===== src/rtl/datapath_execute_pkg.sv =====
// Shared encodings and record layouts for the execute stage.
package datapath_execute_pkg;

   localparam int ID_EX_WIDTH = 99;
   localparam int EX_WB_WIDTH = 87;

   // EX_WB field offsets (LSB of each field)
   localparam int EXWB_INSTR_LSB     = 0;
   localparam int EXWB_PC_LSB        = 16;
   localparam int EXWB_RESULT_LSB    = 32;
   localparam int EXWB_MEM_WDATA_LSB = 48;
   localparam int EXWB_MEM_ADDR_LSB  = 64;
   localparam int EXWB_MEM_WR_BIT    = 80;
   localparam int EXWB_MEM_RD_BIT    = 81;
   localparam int EXWB_WB_REG_LSB    = 82;
   localparam int EXWB_WB_EN_BIT     = 85;
   localparam int EXWB_WB_FROM_MEM   = 86;

   // Opcodes (instr[3:0])
   localparam logic [3:0] OP_MV   = 4'b0000;
   localparam logic [3:0] OP_ADD  = 4'b0001;
   localparam logic [3:0] OP_SUB  = 4'b0010;
   localparam logic [3:0] OP_CMP  = 4'b0011;
   localparam logic [3:0] OP_LD   = 4'b0100;
   localparam logic [3:0] OP_ST   = 4'b0101;
   localparam logic [3:0] OP_MVHI = 4'b0110;
   localparam logic [3:0] OP_J    = 4'b1000;
   localparam logic [3:0] OP_JZ   = 4'b1001;
   localparam logic [3:0] OP_JN   = 4'b1010;
   localparam logic [3:0] OP_CALL = 4'b1100;

   // ALU operation select
   localparam logic [2:0] ALU_ADD = 3'b000;
   localparam logic [2:0] ALU_SUB = 3'b001;

   typedef struct packed {
      logic [2:0]  alu_op;
      logic [15:0] imm8;
      logic [15:0] imm11;
      logic [15:0] data1;
      logic [15:0] data2;
      logic [15:0] pc;
      logic [15:0] instr;
   } id_ex_t;

   typedef struct packed {
      logic        wb_from_mem;
      logic        wb_en;
      logic [2:0]  wb_reg;
      logic        mem_rd;
      logic        mem_wr;
      logic [15:0] mem_addr;
      logic [15:0] mem_wdata;
      logic [15:0] result;
      logic [15:0] pc;
      logic [15:0] instr;
   } ex_wb_t;

endpackage


===== src/rtl/datapath_execute_alu.sv =====
// Combinational 16-bit add/subtract unit with zero/negative outputs.
module exec_alu
   import datapath_execute_pkg::*;
(
   input  logic [15:0] a,
   input  logic [15:0] b,
   input  logic [2:0]  alu_op,
   output logic [15:0] result,
   output logic        z,
   output logic        n
);

   // Wrapping add/subtract; carry and borrow are discarded
   always_comb begin
      result = (alu_op == ALU_SUB) ? (a - b) : (a + b);
      z      = (result == '0);
      n      = result[15];
   end

endmodule


===== src/rtl/datapath_execute.sv =====
// Execute stage: ALU, Z/N flags, jump resolution, memory request forming, EX_WB register.
module datapath_execute
   import datapath_execute_pkg::*;
#(
   parameter logic [2:0] LINK_REG = 3'd7
)
(
   input  logic                   clk,
   input  logic                   reset,
   input  logic [ID_EX_WIDTH-1:0] ID_EX,
   input  logic                   id_ex_valid,
   input  logic                   stall,
   output logic [EX_WB_WIDTH-1:0] EX_WB,
   output logic                   flag_z,
   output logic                   flag_n,
   output logic                   branch_taken,
   output logic [15:0]            branch_target
);

   id_ex_t      id;
   ex_wb_t      ex_next;
   ex_wb_t      ex_q;
   logic [3:0]  opcode;
   logic        imm_sel;
   logic [2:0]  rx;
   logic [15:0] operand_b;
   logic [15:0] alu_result;
   logic        alu_z;
   logic        alu_n;
   logic        flag_upd;
   logic        jump_cond;
   logic        op_known;

   assign id        = ID_EX;
   assign opcode    = id.instr[3:0];
   assign imm_sel   = id.instr[4];
   assign rx        = id.instr[7:5];
   assign operand_b = imm_sel ? id.imm8 : id.data2;

   exec_alu u_alu (
      .a      (id.data1),
      .b      (operand_b),
      .alu_op (id.alu_op),
      .result (alu_result),
      .z      (alu_z),
      .n      (alu_n)
   );

   // Decode opcode into the next EX_WB record, flag-update enable and jump condition
   always_comb begin
      ex_next       = '0;
      flag_upd      = 1'b0;
      jump_cond     = 1'b0;
      op_known      = 1'b1;
      ex_next.pc    = id.pc;
      ex_next.instr = id.instr;
      case (opcode)
         OP_MV: begin
            ex_next.wb_en  = 1'b1;
            ex_next.wb_reg = rx;
            ex_next.result = operand_b;
         end
         OP_ADD, OP_SUB: begin
            ex_next.wb_en  = 1'b1;
            ex_next.wb_reg = rx;
            ex_next.result = alu_result;
            flag_upd       = 1'b1;
         end
         OP_CMP: begin
            flag_upd = 1'b1;
         end
         OP_MVHI: begin
            ex_next.wb_en  = 1'b1;
            ex_next.wb_reg = rx;
            ex_next.result = {id.imm8[7:0], id.data1[7:0]};
         end
         OP_LD: begin
            ex_next.mem_rd      = 1'b1;
            ex_next.mem_addr    = id.data2;
            ex_next.wb_from_mem = 1'b1;
            ex_next.wb_en       = 1'b1;
            ex_next.wb_reg      = rx;
         end
         OP_ST: begin
            ex_next.mem_wr    = 1'b1;
            ex_next.mem_addr  = id.data2;
            ex_next.mem_wdata = id.data1;
         end
         OP_J:  jump_cond = 1'b1;
         OP_JZ: jump_cond = flag_z;
         OP_JN: jump_cond = flag_n;
         OP_CALL: begin
            jump_cond      = 1'b1;
            ex_next.wb_en  = 1'b1;
            ex_next.wb_reg = LINK_REG;
            ex_next.result = id.pc;
         end
         default: op_known = 1'b0;
      endcase
      // unknown opcodes collapse to a full bubble record
      if (!op_known) begin
         ex_next = '0;
      end
   end

   // Redirect to fetch; suppressed by reset, stall and bubbles
   always_comb begin
      branch_target = imm_sel ? (id.pc + (id.imm11 << 1)) : id.data1;
      branch_taken  = ~reset & id_ex_valid & ~stall & jump_cond;
   end

   // EX_WB and Z/N flag registers
   always_ff @(posedge clk) begin
      if (reset) begin
         ex_q   <= '0;
         flag_z <= 1'b0;
         flag_n <= 1'b0;
      end else if (stall) begin
         ex_q   <= ex_q;
      end else if (!id_ex_valid) begin
         ex_q   <= '0;
      end else begin
         ex_q <= ex_next;
         if (flag_upd) begin
            flag_z <= alu_z;
            flag_n <= alu_n;
         end
      end
   end

   assign EX_WB = ex_q;

endmodule


===== config.mk =====
export PLATFORM = sky130hd
export DESIGN_NAME = datapath_execute
export DESIGN_NICKNAME = d
export VERILOG_FILES = /design/src/rtl/datapath_execute_pkg.sv /design/src/rtl/datapath_execute_alu.sv /design/src/rtl/datapath_execute.sv
export SDC_FILE = /design/constraint.sdc
export NUM_CORES = 1
export LEC_CHECK = 0
export ABC_AREA = 1
export CAP_MARGIN = 20
export CORE_ASPECT_RATIO = 0.7
export CORE_MARGIN = 1.5
export CORE_UTILIZATION = 29
export DETAILED_ROUTE_END_ITERATION = 7
export PLACE_DENSITY = 0.66
export SLEW_MARGIN = 20
export SYNTH_ARGS = -nofsm -noshare
export SYNTH_HDL_FRONTEND = slang
export SYNTH_SLANG_ARGS = --single-unit

===== constraint.sdc =====
create_clock -name clk -period 4 [get_ports clk]
set_clock_uncertainty 0.15 [all_clocks]
set_input_delay 0.8 -clock clk [delete_from_list [all_inputs] [get_ports clk]]
set_output_delay 0.8 -clock clk [all_outputs]
set_load 0.005 [all_outputs]

==> results_dict.tcl <==
set metrics [dict create \
    dr_total_vias 7250 \
    cp-start-kind "input port" \
    status "complete, no violations" \
    die_w_um 174 \
    grtUsageMet3_pct 5.79 \
    synth_cell_type_count 43 \
    drt-total-wl_mm 24.8 \
    finalSetupViolations 0 \
    period_needed_ns 3.93 \
    crit_fanout 3 \
    p_per_area_mw_per_mm2 291 \
    cts_tree "done" \
    start_util_pct 29.7 \
    fin_util_pct 48.4 \
    syn_to_final_growth_pct 63.0 \
    grtUsageMet1_pct 34.1 \
    drt_iter0_drc 544 \
    ys.flop_type "dfxtp_1" \
    worst_slew_pin_slew_ns 1.00 \
    rsz0062_at_grt "true" \
    final_max_slew_viol_count 0 \
    grt_pass1_wl_mm 37.5 \
    synth_area_leaders "dfxtp_1 30%, nand2_1 22%, a21oi_1 8.3%" \
    coreArea_mm2 0.0199 \
    power_w 0.00281 \
    cts-root-buf "clkbuf_16" \
    boundaryPins 209 \
    max-clock-path-buffers 2 \
    fin_hold_ws_ns 0.305 \
    grtUsageTotal_pct 23.1 \
    max_freq_mhz 255 \
    worstPathArrival_ns 2.98 \
    critPathCapture "branch_target[14]" \
    place_congestion 0.954 \
    diodes 0 \
    synth_edf_count 0 \
    grt-busiest-layer "met1" \
    yosysWarnings 0 \
    cts.sinks 88 \
    ys_ff_latch 88 \
    die-area_mm2 0.0213 \
    syn_nets 1070 \
    rows 43 \
    syn_inst 935 \
    synthTopCellsByCount "345 x nand2_1, 98 x a21oi_1, 88 x dfxtp_1, 82 x inv_1, 59 x nor2_1" \
    setup.worst_path.start "ID_EX[70]" \
    htreeDepth 3 \
    cts_inserted_buffers 9 \
    cts.clk_slew.worst_paths_ns 0.07 \
    avgSynthCellArea_um2 6.32 \
    regToRegSetupSlack_ns 3.13 \
    drc 0 \
    dieHeight_um 122 \
    via_per_inst 4.78 \
    use_met2_pct 33.8 \
    clk_latency_ns 0.36 \
    nets 1377 \
    finalCritPeriodShare_pct 98.2 \
    grt_pass1_vias 6631 \
    drt_pass1_iterations 5 \
    finalSetupTns_ns 0 \
    leakage_nw 4.32 \
    async_reset_ff_share_pct 0 \
    required_ns 3.05 \
    hold_class "flip-flop to flip-flop" \
    synth_area_mm2 0.00591 \
    synth_top_area_share_pct 29.8 \
    grt_overflow 0 \
    antenna_found_initial 0 \
    wire_per_inst_um 16.4 \
    yosysMostFrequentCell "nand2_1" \
    peakVddDrop_v 0.000147 \
    drive_gt1_share_pct 18.0 \
    reg2regPathDepth 2 \
    grt_max_degree 88 \
    r2r-end "EX_WB[65]" \
    yosysTopAreaCell "dfxtp_1" \
    hold_violations 0 \
    path_class "input port to output port" \
    portBuffers 207 \
    setup.worst_path.end_class "output port" \
    hpwl_mm 19.2 \
    antenna_left 0 \
    rr_startpoint "EX_WB[65]" \
    slew_headroom_pct 33.3 \
    drv_cap 0 \
    yosysSeqAreaShare_pct 29.8 \
]
-- layout by cell type, fill, tap and decap left out, types with 9 or more instances in the layout --
cell type | synthesis | routed
nand2_1 | 345 | 338
clkdlybuf4s50_1 | 0 | 180
buf_4 | 2 | 126
a21oi_1 | 98 | 91
dfxtp_1 | 88 | 88
inv_1 | 82 | 76
nor2_1 | 59 | 57
nand3_1 | 36 | 33
o21ai_0 | 36 | 27
nand2_2 | 13 | 20
ha_1 | 30 | 18
xor2_1 | 17 | 17
a22oi_1 | 16 | 16
dlymetal6s2s_1 | 0 | 14
inv_2 | 5 | 11
nand4_1 | 9 | 9
ha_4 | 0 | 9
clkbuf_16 | 0 | 9
dlygate4sd2_1 | 0 | 9
-- cell families (layout without fill, tap and decap cells) --
family                     Yosys count  in the layout  share of synthesized area [%]
AOI/OAI and AO/OA                  176            176                           16.8
adders and majority gates           32             32                           7.02
and+or+nand+nor                    490            490                           34.6
DFF                                 88             88                           29.8
xor gates and xnor gates            23             23                           3.41
buffers and inverters              126            438                           8.40
-- layer usage --
metal | part of all wire [%] | vias up
li1 | - | 3648
met1 | 50 | 3292
met2 | 40 | 292
met3 | 9.1 | 18
met4 | 0.91 | 0
met5 | 0 | -
-- area by class of cell --
class	instances	area, um^2
fillers	2005	10300
multi-input cells	721	3870
repair buffers	333	3030
flip-flops and latches	88	1760
well taps	270	338
inverters	89	334
clock buffers	9	225
clock inverters	7	85.1
-- critical path: stages --
cell	delay [ns]
clkdlybuf4s50_1	0.55
ha_4	0.23
a21oi_1	0.17
nand2_1	0.10
nand2_1	0.09
nand3_2	0.10
nand2_2	0.09
nand2_1	0.05
nand2_1	0.06
nand2_1	0.06
or2_2	0.27
nand3_1	0.07
nand2_1	0.04
dlygate4sd2_1	0.29
-- power breakdown --
group / switching, W / leakage [nW] / internal [W]
Sequential: 0.00000822 / 0.712 / 0.000892
Combinational: 0.000526 / 3.46 / 0.000475
Clock: 0.000407 / 0.146 / 0.000498
Total: 0.000941 / 4.32 / 0.00186
-- per-stage QoR --
| step | cells | instance area [um^2] | setup slack, ns |
|---|---|---|---|
| finish | 1517 | 9640 | 0.0719 |
| global route | 1517 | 9640 | -0.0767 |
| CTS | 1511 | 9430 | 0.00530 |
| detailed placement | 1494 | 9050 | -0.556 |
| global placement | 1494 | 9050 | -0.532 |
| floorplan | 935 | 5910 | 0.471 |
-- worst min-delay path by stage --
stage | slack [ns] | end | depth (start not counted) | start
floorplan | 0.30 | EX_WB[12] | 2 | EX_WB[12]
global placement | 0.30 | EX_WB[12] | 2 | EX_WB[12]
detailed placement | 0.30 | EX_WB[12] | 2 | EX_WB[12]
CTS | 0.31 | EX_WB[12] | 2 | EX_WB[12]
global route | 0.33 | EX_WB[0] | 2 | EX_WB[0]
finish | 0.30 | EX_WB[12] | 2 | EX_WB[12]
-- timing repair --
action                                  in CTS  in global routing
endpoints found under the setup margin      15                 18
resized for setup                           28                 51
pin swaps                                    7                 27
setup buffers                                1                  6
hold buffers                                 0                  0
-- registers in the layout (all words and copies together) (netlist names) --
register / flops
EX_WB: 86
flag_z: 1
flag_n: 1
Note: power is estimated with default switching activity, not from simulation.
